==> config.mk <==
export PLATFORM = sky130hd
export DESIGN_NAME = serial_subtractor_32
export DESIGN_NICKNAME = d
export VERILOG_FILES = /design/src/rtl/sub_pkg.sv /design/src/rtl/sixteen_bit_subtractor.sv /design/src/rtl/serial_subtractor_32.sv
export SDC_FILE = /design/constraint.sdc
export NUM_CORES = 1
export LEC_CHECK = 0
export CAP_MARGIN = 0
export CORE_UTILIZATION = 47
export CTS_BUF_LIST = sky130_fd_sc_hd__clkbuf_16
export DETAILED_ROUTE_END_ITERATION = 7
export MAX_ROUTING_LAYER = met4
export PLACE_DENSITY = 0.87
export SYNTH_ARGS = -nofsm -noshare
export SYNTH_HDL_FRONTEND = slang
export SYNTH_SLANG_ARGS = --single-unit
==> constraint.sdc <==
create_clock -name clk -period 3.6 [get_ports clk]
set_input_delay 1.08 -clock clk [delete_from_list [all_inputs] [get_ports clk]]
set_output_delay 1.08 -clock clk [all_outputs]
set_load 0.005 [all_outputs]
==> src/rtl/sub_pkg.sv <==
// Shared types and widths for the two-cycle serial subtractor.
package sub_pkg;

  localparam int LANE_W = 16;
  localparam int WORD_W = 2 * LANE_W;

  typedef enum logic [1:0] {
    IDLE = 2'd0,
    LOW  = 2'd1,
    HIGH = 2'd2,
    DONE = 2'd3
  } sub_state_t;

  // One pass of the shared lane: difference, borrow-out, signed overflow
  typedef struct packed {
    logic [LANE_W-1:0] diff;
    logic              bout;
    logic              ovf;
  } lane_res_t;

endpackage

==> src/rtl/sixteen_bit_subtractor.sv <==
// Combinational 16-bit lane: diff = a - b - bin, with borrow-out and signed
// overflow. Overflow logic exists only when SUB_OVERFLOW_EN is defined;
// otherwise ovf is tied to 0.
module sixteen_bit_subtractor
  import sub_pkg::*;
(
  input  logic [LANE_W-1:0] a,
  input  logic [LANE_W-1:0] b,
  input  logic              bin,
  output logic [LANE_W-1:0] diff,
  output logic              bout,
  output logic              ovf
);

  logic [LANE_W:0] full;

  // Extended subtract: the extra MSB goes to 1 exactly when a < b + bin
  always_comb begin
    full = {1'b0, a} - {1'b0, b} - {{LANE_W{1'b0}}, bin};
  end

  assign diff = full[LANE_W-1:0];
  assign bout = full[LANE_W];

`ifdef SUB_OVERFLOW_EN
  // Operand signs differ and the result sign left the minuend's sign
  assign ovf = (a[LANE_W-1] ^ b[LANE_W-1]) & (diff[LANE_W-1] ^ a[LANE_W-1]);
`else
  assign ovf = 1'b0;
`endif

endmodule

==> src/rtl/serial_subtractor_32.sv <==
// 32-bit subtractor D = A - B - bin built from one 16-bit lane used twice:
// low half in LOW, high half in HIGH. split=1 breaks the inter-lane borrow.
// Optional macro SUB_OVERFLOW_EN enables signed-overflow flags ovf_lo/ovf_hi;
// without it both ports read 0.
module serial_subtractor_32
  import sub_pkg::*;
(
  input  logic              clk,
  input  logic              rst_n,
  input  logic              in_valid,
  output logic              in_ready,
  input  logic [WORD_W-1:0] a,
  input  logic [WORD_W-1:0] b,
  input  logic              bin,
  input  logic              split,
  output logic              out_valid,
  input  logic              out_ready,
  output logic [WORD_W-1:0] d,
  output logic              lo_bout,
  output logic              bout,
  output logic              ovf_lo,
  output logic              ovf_hi
);

  sub_state_t        state_q, state_d;
  logic              accept;

  logic [WORD_W-1:0] a_q, b_q;
  logic              bin_q, split_q;

  logic [WORD_W-1:0] d_q;
  logic              lo_bout_q, bout_q;

  logic [LANE_W-1:0] lane_a, lane_b;
  logic              lane_bin;
  lane_res_t         lane_res;

  // State register
  always_ff @(posedge clk or negedge rst_n) begin
    if (!rst_n) state_q <= IDLE;
    else        state_q <= state_d;
  end

  // Next state and handshake; DONE with out_ready overlaps the next accept
  always_comb begin
    state_d  = state_q;
    in_ready = 1'b0;
    case (state_q)
      IDLE: begin
        in_ready = 1'b1;
        if (in_valid) state_d = LOW;
      end
      LOW:  state_d = HIGH;
      HIGH: state_d = DONE;
      DONE: begin
        if (out_ready) begin
          in_ready = 1'b1;
          state_d  = in_valid ? LOW : IDLE;
        end
      end
      default: state_d = IDLE;
    endcase
  end

  assign accept    = in_valid & in_ready;
  assign out_valid = (state_q == DONE);

  // Operand latch; callers may change a/b after the accept edge
  always_ff @(posedge clk or negedge rst_n) begin
    if (!rst_n) begin
      a_q     <= '0;
      b_q     <= '0;
      bin_q   <= 1'b0;
      split_q <= 1'b0;
    end else if (accept) begin
      a_q     <= a;
      b_q     <= b;
      bin_q   <= bin;
      split_q <= split;
    end
  end

  // Lane operand mux: high half takes the low-lane borrow unless split
  always_comb begin
    lane_a   = a_q[LANE_W-1:0];
    lane_b   = b_q[LANE_W-1:0];
    lane_bin = bin_q;
    if (state_q == HIGH) begin
      lane_a   = a_q[WORD_W-1:LANE_W];
      lane_b   = b_q[WORD_W-1:LANE_W];
      lane_bin = ~split_q & lo_bout_q;
    end
  end

  sixteen_bit_subtractor u_lane (
    .a    (lane_a),
    .b    (lane_b),
    .bin  (lane_bin),
    .diff (lane_res.diff),
    .bout (lane_res.bout),
    .ovf  (lane_res.ovf)
  );

  // Result halves are captured in the state that computed them
  always_ff @(posedge clk or negedge rst_n) begin
    if (!rst_n) begin
      d_q       <= '0;
      lo_bout_q <= 1'b0;
      bout_q    <= 1'b0;
    end else if (state_q == LOW) begin
      d_q[LANE_W-1:0] <= lane_res.diff;
      lo_bout_q       <= lane_res.bout;
    end else if (state_q == HIGH) begin
      d_q[WORD_W-1:LANE_W] <= lane_res.diff;
      bout_q               <= lane_res.bout;
    end
  end

  assign d       = d_q;
  assign lo_bout = lo_bout_q;
  assign bout    = bout_q;

`ifdef SUB_OVERFLOW_EN
  logic ovf_lo_q, ovf_hi_q;

  // Overflow flags ride along with their half; in chained mode the high
  // lane's flag is the 32-bit signed overflow
  always_ff @(posedge clk or negedge rst_n) begin
    if (!rst_n) begin
      ovf_lo_q <= 1'b0;
      ovf_hi_q <= 1'b0;
    end else if (state_q == LOW) begin
      ovf_lo_q <= lane_res.ovf;
    end else if (state_q == HIGH) begin
      ovf_hi_q <= lane_res.ovf;
    end
  end

  assign ovf_lo = ovf_lo_q;
  assign ovf_hi = ovf_hi_q;
`else
  // Lane overflow is constant 0 in this build
  assign ovf_lo = lane_res.ovf;
  assign ovf_hi = lane_res.ovf;
`endif

endmodule

After elaboration in Yosys (flattened, before gate mapping)

Index checks and enable logic that the tools add are counted.

Equality and inequality tests: 5
Bitwise gates (word level): 4
Add/sub/neg operators: 2
Reductions and logical operators: 3
Mux-type cells: 9

Operator list:

| cell                                                  | count |
|---|---|
| two-way mux 16 bit                                    | 2 |
| subtractor 16 x 16 -> 17 bit                          | 1 |
| subtractor 17 x 1 -> 17 bit                           | 1 |
| case mux 2 bit (4 select lines)                       | 1 |
| equality test 2 bit, second input constant            | 2 |
| two-way mux 2 bit                                     | 2 |
| AND reduction 2 bit                                   | 2 |
| two-way mux 1 bit                                     | 3 |
| bitwise AND 1 bit                                     | 2 |
| equality test 2 x 1 -> 1 bit, second input constant   | 1 |
| zero test 2 bit                                       | 1 |
| inequality test 2 x 1 -> 1 bit, second input constant | 1 |
| inequality test 2 bit, second input constant          | 1 |
| inverter 1 bit                                        | 2 |
| case mux 1 bit (2 select lines)                       | 1 |

Output and inout bits: 38
Word-level logic and storage cells: 32
Input port bits: 70
Register bits: 102

Logic depth before layout (Yosys ltp)

Depth after elaboration: 4
Gate-level depth with buffers: 16
Depth with buffers taken out: 13

By module

Synthesis repeated with hierarchy kept, for this count alone.

Cells, all modules: 442
Area, all modules: 5,489.0 um^2

By module, submodules not included:

| module                 | cells each | instances | sequential area each (um^2) | area an instance (um^2) |
|---|---|---|---|---|
| serial_subtractor_32   | 272        | 1         | 2,552.4                     | 4,336.7 |
| sixteen_bit_subtractor | 170        | 1         | 0.0                         | 1,152.4 |

Least setup slack after synthesis

OpenSTA, ideal clock, no wires.

Path type: flip-flop to flip-flop
From: reg state_q[0]
To: reg d_q[8], in the netlist d[8]
Required time: 3.480 ns
Cell stages (with the launch flop): 15
Library setup time: 0.120 ns
Slack: -0.347 ns
Period minus slack after synthesis: 3.947 ns
Arrival time: 3.827 ns
Path buffers: 3
Cell sequence: dfrtp_1 inv_1 ha_1 buf_2 clkbuf_1 buf_2 mux2i_1 fa_1 fa_1 nand2b_4 a2111oi_4 nor3b_1 o21a_1 or3_1 a31o_2

Longest elaborated chain between the ends: 4
Elaborated cells on any way between the ends: 7
Those cells by class: add/sub (2); eq/ne (2); mux (3)

RTL lines:

| element                         | RTL line                     | text |
|---|---|---|
| from (decl)                     | serial_subtractor_32.sv:25   | `sub_state_t state_q, state_d;` |
| from (signal assigned)          | serial_subtractor_32.sv:41   | `else state_q <= state_d;` |
| equality test 2 bit             | serial_subtractor_32.sv:88   | `if (state_q == HIGH) begin` |
| two-way mux 16 bit              | serial_subtractor_32.sv:88   |  |
| subtractor 16 x 16 -> 17 bit    | sixteen_bit_subtractor.sv:19 | `full = {1'b0, a} - {1'b0, b} - {{LANE_W{1'b0}}, bin};` |
| subtractor 17 x 1 -> 17 bit     | sixteen_bit_subtractor.sv:19 |  |
| to (signal, indexed assignment) | serial_subtractor_32.sv:111  | `d_q[LANE_W-1:0] <= lane_res.diff;` |
| to (signal, indexed assignment) | serial_subtractor_32.sv:114  | `d_q[WORD_W-1:LANE_W] <= lane_res.diff;` |
| to (decl)                       | serial_subtractor_32.sv:31   | `logic [WORD_W-1:0] d_q;` |

Several ways; a longest one is shown, not always the timed one.
A chain may end at the register's enable or synchronous reset.

Worst setup path after layout

Ends and elaborated chain as after synthesis.

==> results by group <==
Setup path
  • Critical path fanouts, max: 5
  • Data required, critical path: 3.84 ns
  • CP most frequent cell: fa_2
  • Register-to-Register Path Depth: 13
  • Largest stage delay, worst path: roughly 0.44 ns
  • Critical-path top delay cell: dfrtp_2
  • Critical R2R Launch: state_q[0]$_DFFE_PN0P_
  • Critical-path cell list: inv_2 > ha_4 > clkinv_1 > nor3b_2 > a21oi_1 > fa_2 > fa_2 > nand2b_4 > a2111oi_4 > nor3b_1 > o21a_1 > or3_1 > a31o_2
  • Worst reg2reg path endpoint: d[8]$_DFFE_PN0N_
  • CP bufs+invs: 2
  • Reg2reg setup slack: roughly 0.17 ns
  • Largest delay share family, worst path: compound AO/OA/AOI/OAI gates
  • Critical setup path kind: register to register
  • Critical Path Sink Type: register
  • CP startpoint: state_q[0]$_DFFE_PN0P_
  • Startpoint types: register
  • Worst Path Arrival: 3.67 ns

Drt
  • Drt drc: 0
  • Routed Antenna Nets: 0
  • DRT Pass-1 Iters: 4
  • Max Used Layer: met4
  • DRT Wirelength: roughly 12 mm
  • Routed length on met3: about 630 µm
  • Initial DRC Count: about 160
  • Via count: between 3000 and 4000
  • Vias per inst: approximately 5.4
  • Routed met2 length: around 6.0 mm
  • Metal-1 WL: ~5.1 mm
  • Routed wire per std cell: between 15 and 20 µm

Timing
  • Max-slew headroom: 0.574
  • Final Cycle Share: 0.953
  • RSZ-0062 raised after global routing: no
  • Minimum clock period after layout: around 3.4 ns
  • Max Transition Viols Final: 0
  • Worst slew pin tran: roughly 0.64 ns
  • Clk_skew: approximately 0.010 ns
  • Final setup viols: 0
  • Post-route setup TNS: 0 ns
  • Max Fclk: slightly below 300 MHz
  • Hold Slack: 0.504 ns
  • Final worst slack: between 0.15 and 0.2 ns
  • Final Hold Viols: 0

Min path
  • Min-Delay Path Class: register to register
  • Worst Hold Endpoint: d[9]$_DFFE_PN0N_
  • Worst Hold Launch: d[9]$_DFFE_PN0N_
  • WHS Path Cells: 2

Clocking
  • Root Driver: clkbuf_16
  • Hold buffer count at CTS: 0
  • Clk slew on worst S/H paths: roughly 0.070 ns
  • Clock Latency Late Sink: between 0.3 and 0.4 ns
  • TritonCTS Buffers: 9
  • CTS sink cnt: between 100 and 150
  • Htree depth: 3
  • TritonCTS clock tree: built
  • Clock buffer depth: 2

Synth
  • Syn Inst Count: about 450
  • Most frequent cell after synthesis: mux2_2
  • Top FF cell, synth: dfrtp_1
  • Number of synthesized flops with an enable pin: 0
  • Number of library cell types mapped by synthesis: between 40 and 50
  • Async set or reset register ratio after synthesis: 1.00
  • Top-area cell type share of the netlist area: 0.469
  • Most instantiated cells after synthesis: mux2_2 (103), dfrtp_1 (102), inv_1 (37), ha_1 (32), mux2i_1 (23)
  • Yosys reg bits: between 100 and 150
  • Post-synth top area cell: dfrtp_1
  • Syn avg cell area: between 10 and 15 µm²
  • Yosys warning count: 0
  • Register area share after synthesis: 0.469
  • Synth top area cells: dfrtp_1 (47%), mux2_2 (21%), ha_1 (7.4%)
  • Synth Cell Area: 0.00544 mm²

Finish
  • Layout cells sized above 1: 0.256
  • Antenna fix cells: 0
  • Nets: 662
  • Area Growth Syn to Fin: 28.6%
  • Final core occ: 0.632

GRT
  • Global-route wire length before repair: between 15 and 20 mm
  • Gr ovfl total: 0
  • Vias in the first global route: approximately 4000
  • Overall Global Routing Usage: 0.222
  • Largest net degree at the start of global routing: 67
  • Initial antenna violation count: 0

Place
  • HPWL after detailed placement: 8.97 mm
  • Pre-CTS WS: 0.0477 ns
  • IO Port Bufs: 105
  • Final GP Congestion: 0.832

Die
  • Die H: ~110 µm
  • Core Footprint: around 0.011 mm²
  • Chip width: approximately 110 µm
  • Row cnt: 38
  • Die ar.: 0.0120 mm²
  • Initial Util: 0.491
  • I/O Pins: around 110

Run status
  • Status: complete, no violations

Job
  • Max-cap violations: 0
-- registers in the layout (all words and copies together) (netlist names) --
signal / count
bin_q: 1
bout: 1
state_q: 2
b_q: 32
split_q: 1
d: 32
a_q: 32
lo_bout: 1
-- cell usage in the layout, fill, tap and decap left out, types with 3 or more instances in the layout --
cell type        count
a311oi_1             3
o21ai_0             10
a21o_1               4
clkdlybuf4s50_1    104
nand2_1             16
nor2_1              14
o21a_1               4
nor3b_1              3
a21oi_1             20
nor3_1               5
buf_4                9
and3_1               3
inv_1               37
a31oi_1              4
ha_1                31
clkbuf_16            9
a31o_2               3
mux2i_1             23
nand4_1              4
nor2b_1              3
dfrtp_1            101
xnor2_1             10
mux2_2             103
-- cell families after synthesis --
group,after synthesis,synth area share
compound gates,63,0.0814
xor+xnor,10,0.0161
fa+ha+maj,34,0.0810
buf+inv,59,0.0437
flops,102,0.469
mux,126,0.256
other cells,1,0.000689
simple gates,57,0.0524
-- what timing repair did --
action | 4_1_cts | 5_1_grt
endpoints found under the hold margin | 0 | 0
setup buffers | 0 | 1
setup endpoints to repair | 0 | 17
gates resized for setup | 0 | 8
-- worst reg2reg max path, stage by stage (launching register included) --
cell	delay, ns
dfrtp_2	0.44
inv_2	0.10
ha_4	0.16
clkinv_1	0.09
nor3b_2	0.20
a21oi_1	0.08
fa_2	0.36
fa_2	0.38
nand2b_4	0.16
a2111oi_4	0.43
nor3b_1	0.11
o21a_1	0.19
or3_1	0.34
a31o_2	0.26
-- stage by stage --
| step | std cells | cell area (µm²) |
|---|---|---|
| 2_1_floorplan | 453 | 5450 |
| 3_3_place_gp | 686 | 6680 |
| 3_5_place_dp | 686 | 6680 |
| 4_1_cts | 701 | 6960 |
| 5_1_grt | 702 | 7000 |
| 6_report | 702 | 7000 |
-- metal layers --
metal / up-vias / global-route usage
li1: 1803 / -
met1: 1871 / 0.270
met2: 106 / 0.364
met3: 17 / 0.0557
met4: 0 / 0.0667
met5: - / -
-- worst max path at each step --
| stage | cells after the start | to | slack [ns] |
|---|---|---|---|
| after global routing | 13 | d[15]$_DFFE_PN0N_ | 0.005 |
| after global placement | 12 | d[24]$_DFFE_PN0P_ | 0.18 |
| final | 13 | d[8]$_DFFE_PN0N_ | 0.17 |
| after detailed placement | 13 | d[8]$_DFFE_PN0N_ | 0.05 |
| after CTS | 13 | d[8]$_DFFE_PN0N_ | 0.02 |
| after floorplan | 14 | d[8]$_DFFE_PN0N_ | 0.01 |
-- cell type report --
cell class	instances	area (µm²)
inverters	38	143
clock buffers	9	225
multi-input cells	292	2700
fillers	887	4080
flip-flops and latches	102	2550
well taps	140	175
repair buffers	115	1150
clock inverters	6	55.1
Power is left out: the tool's default activity adds up to more than one toggle a clock period on the data nets, which glitch-free logic cannot reach.
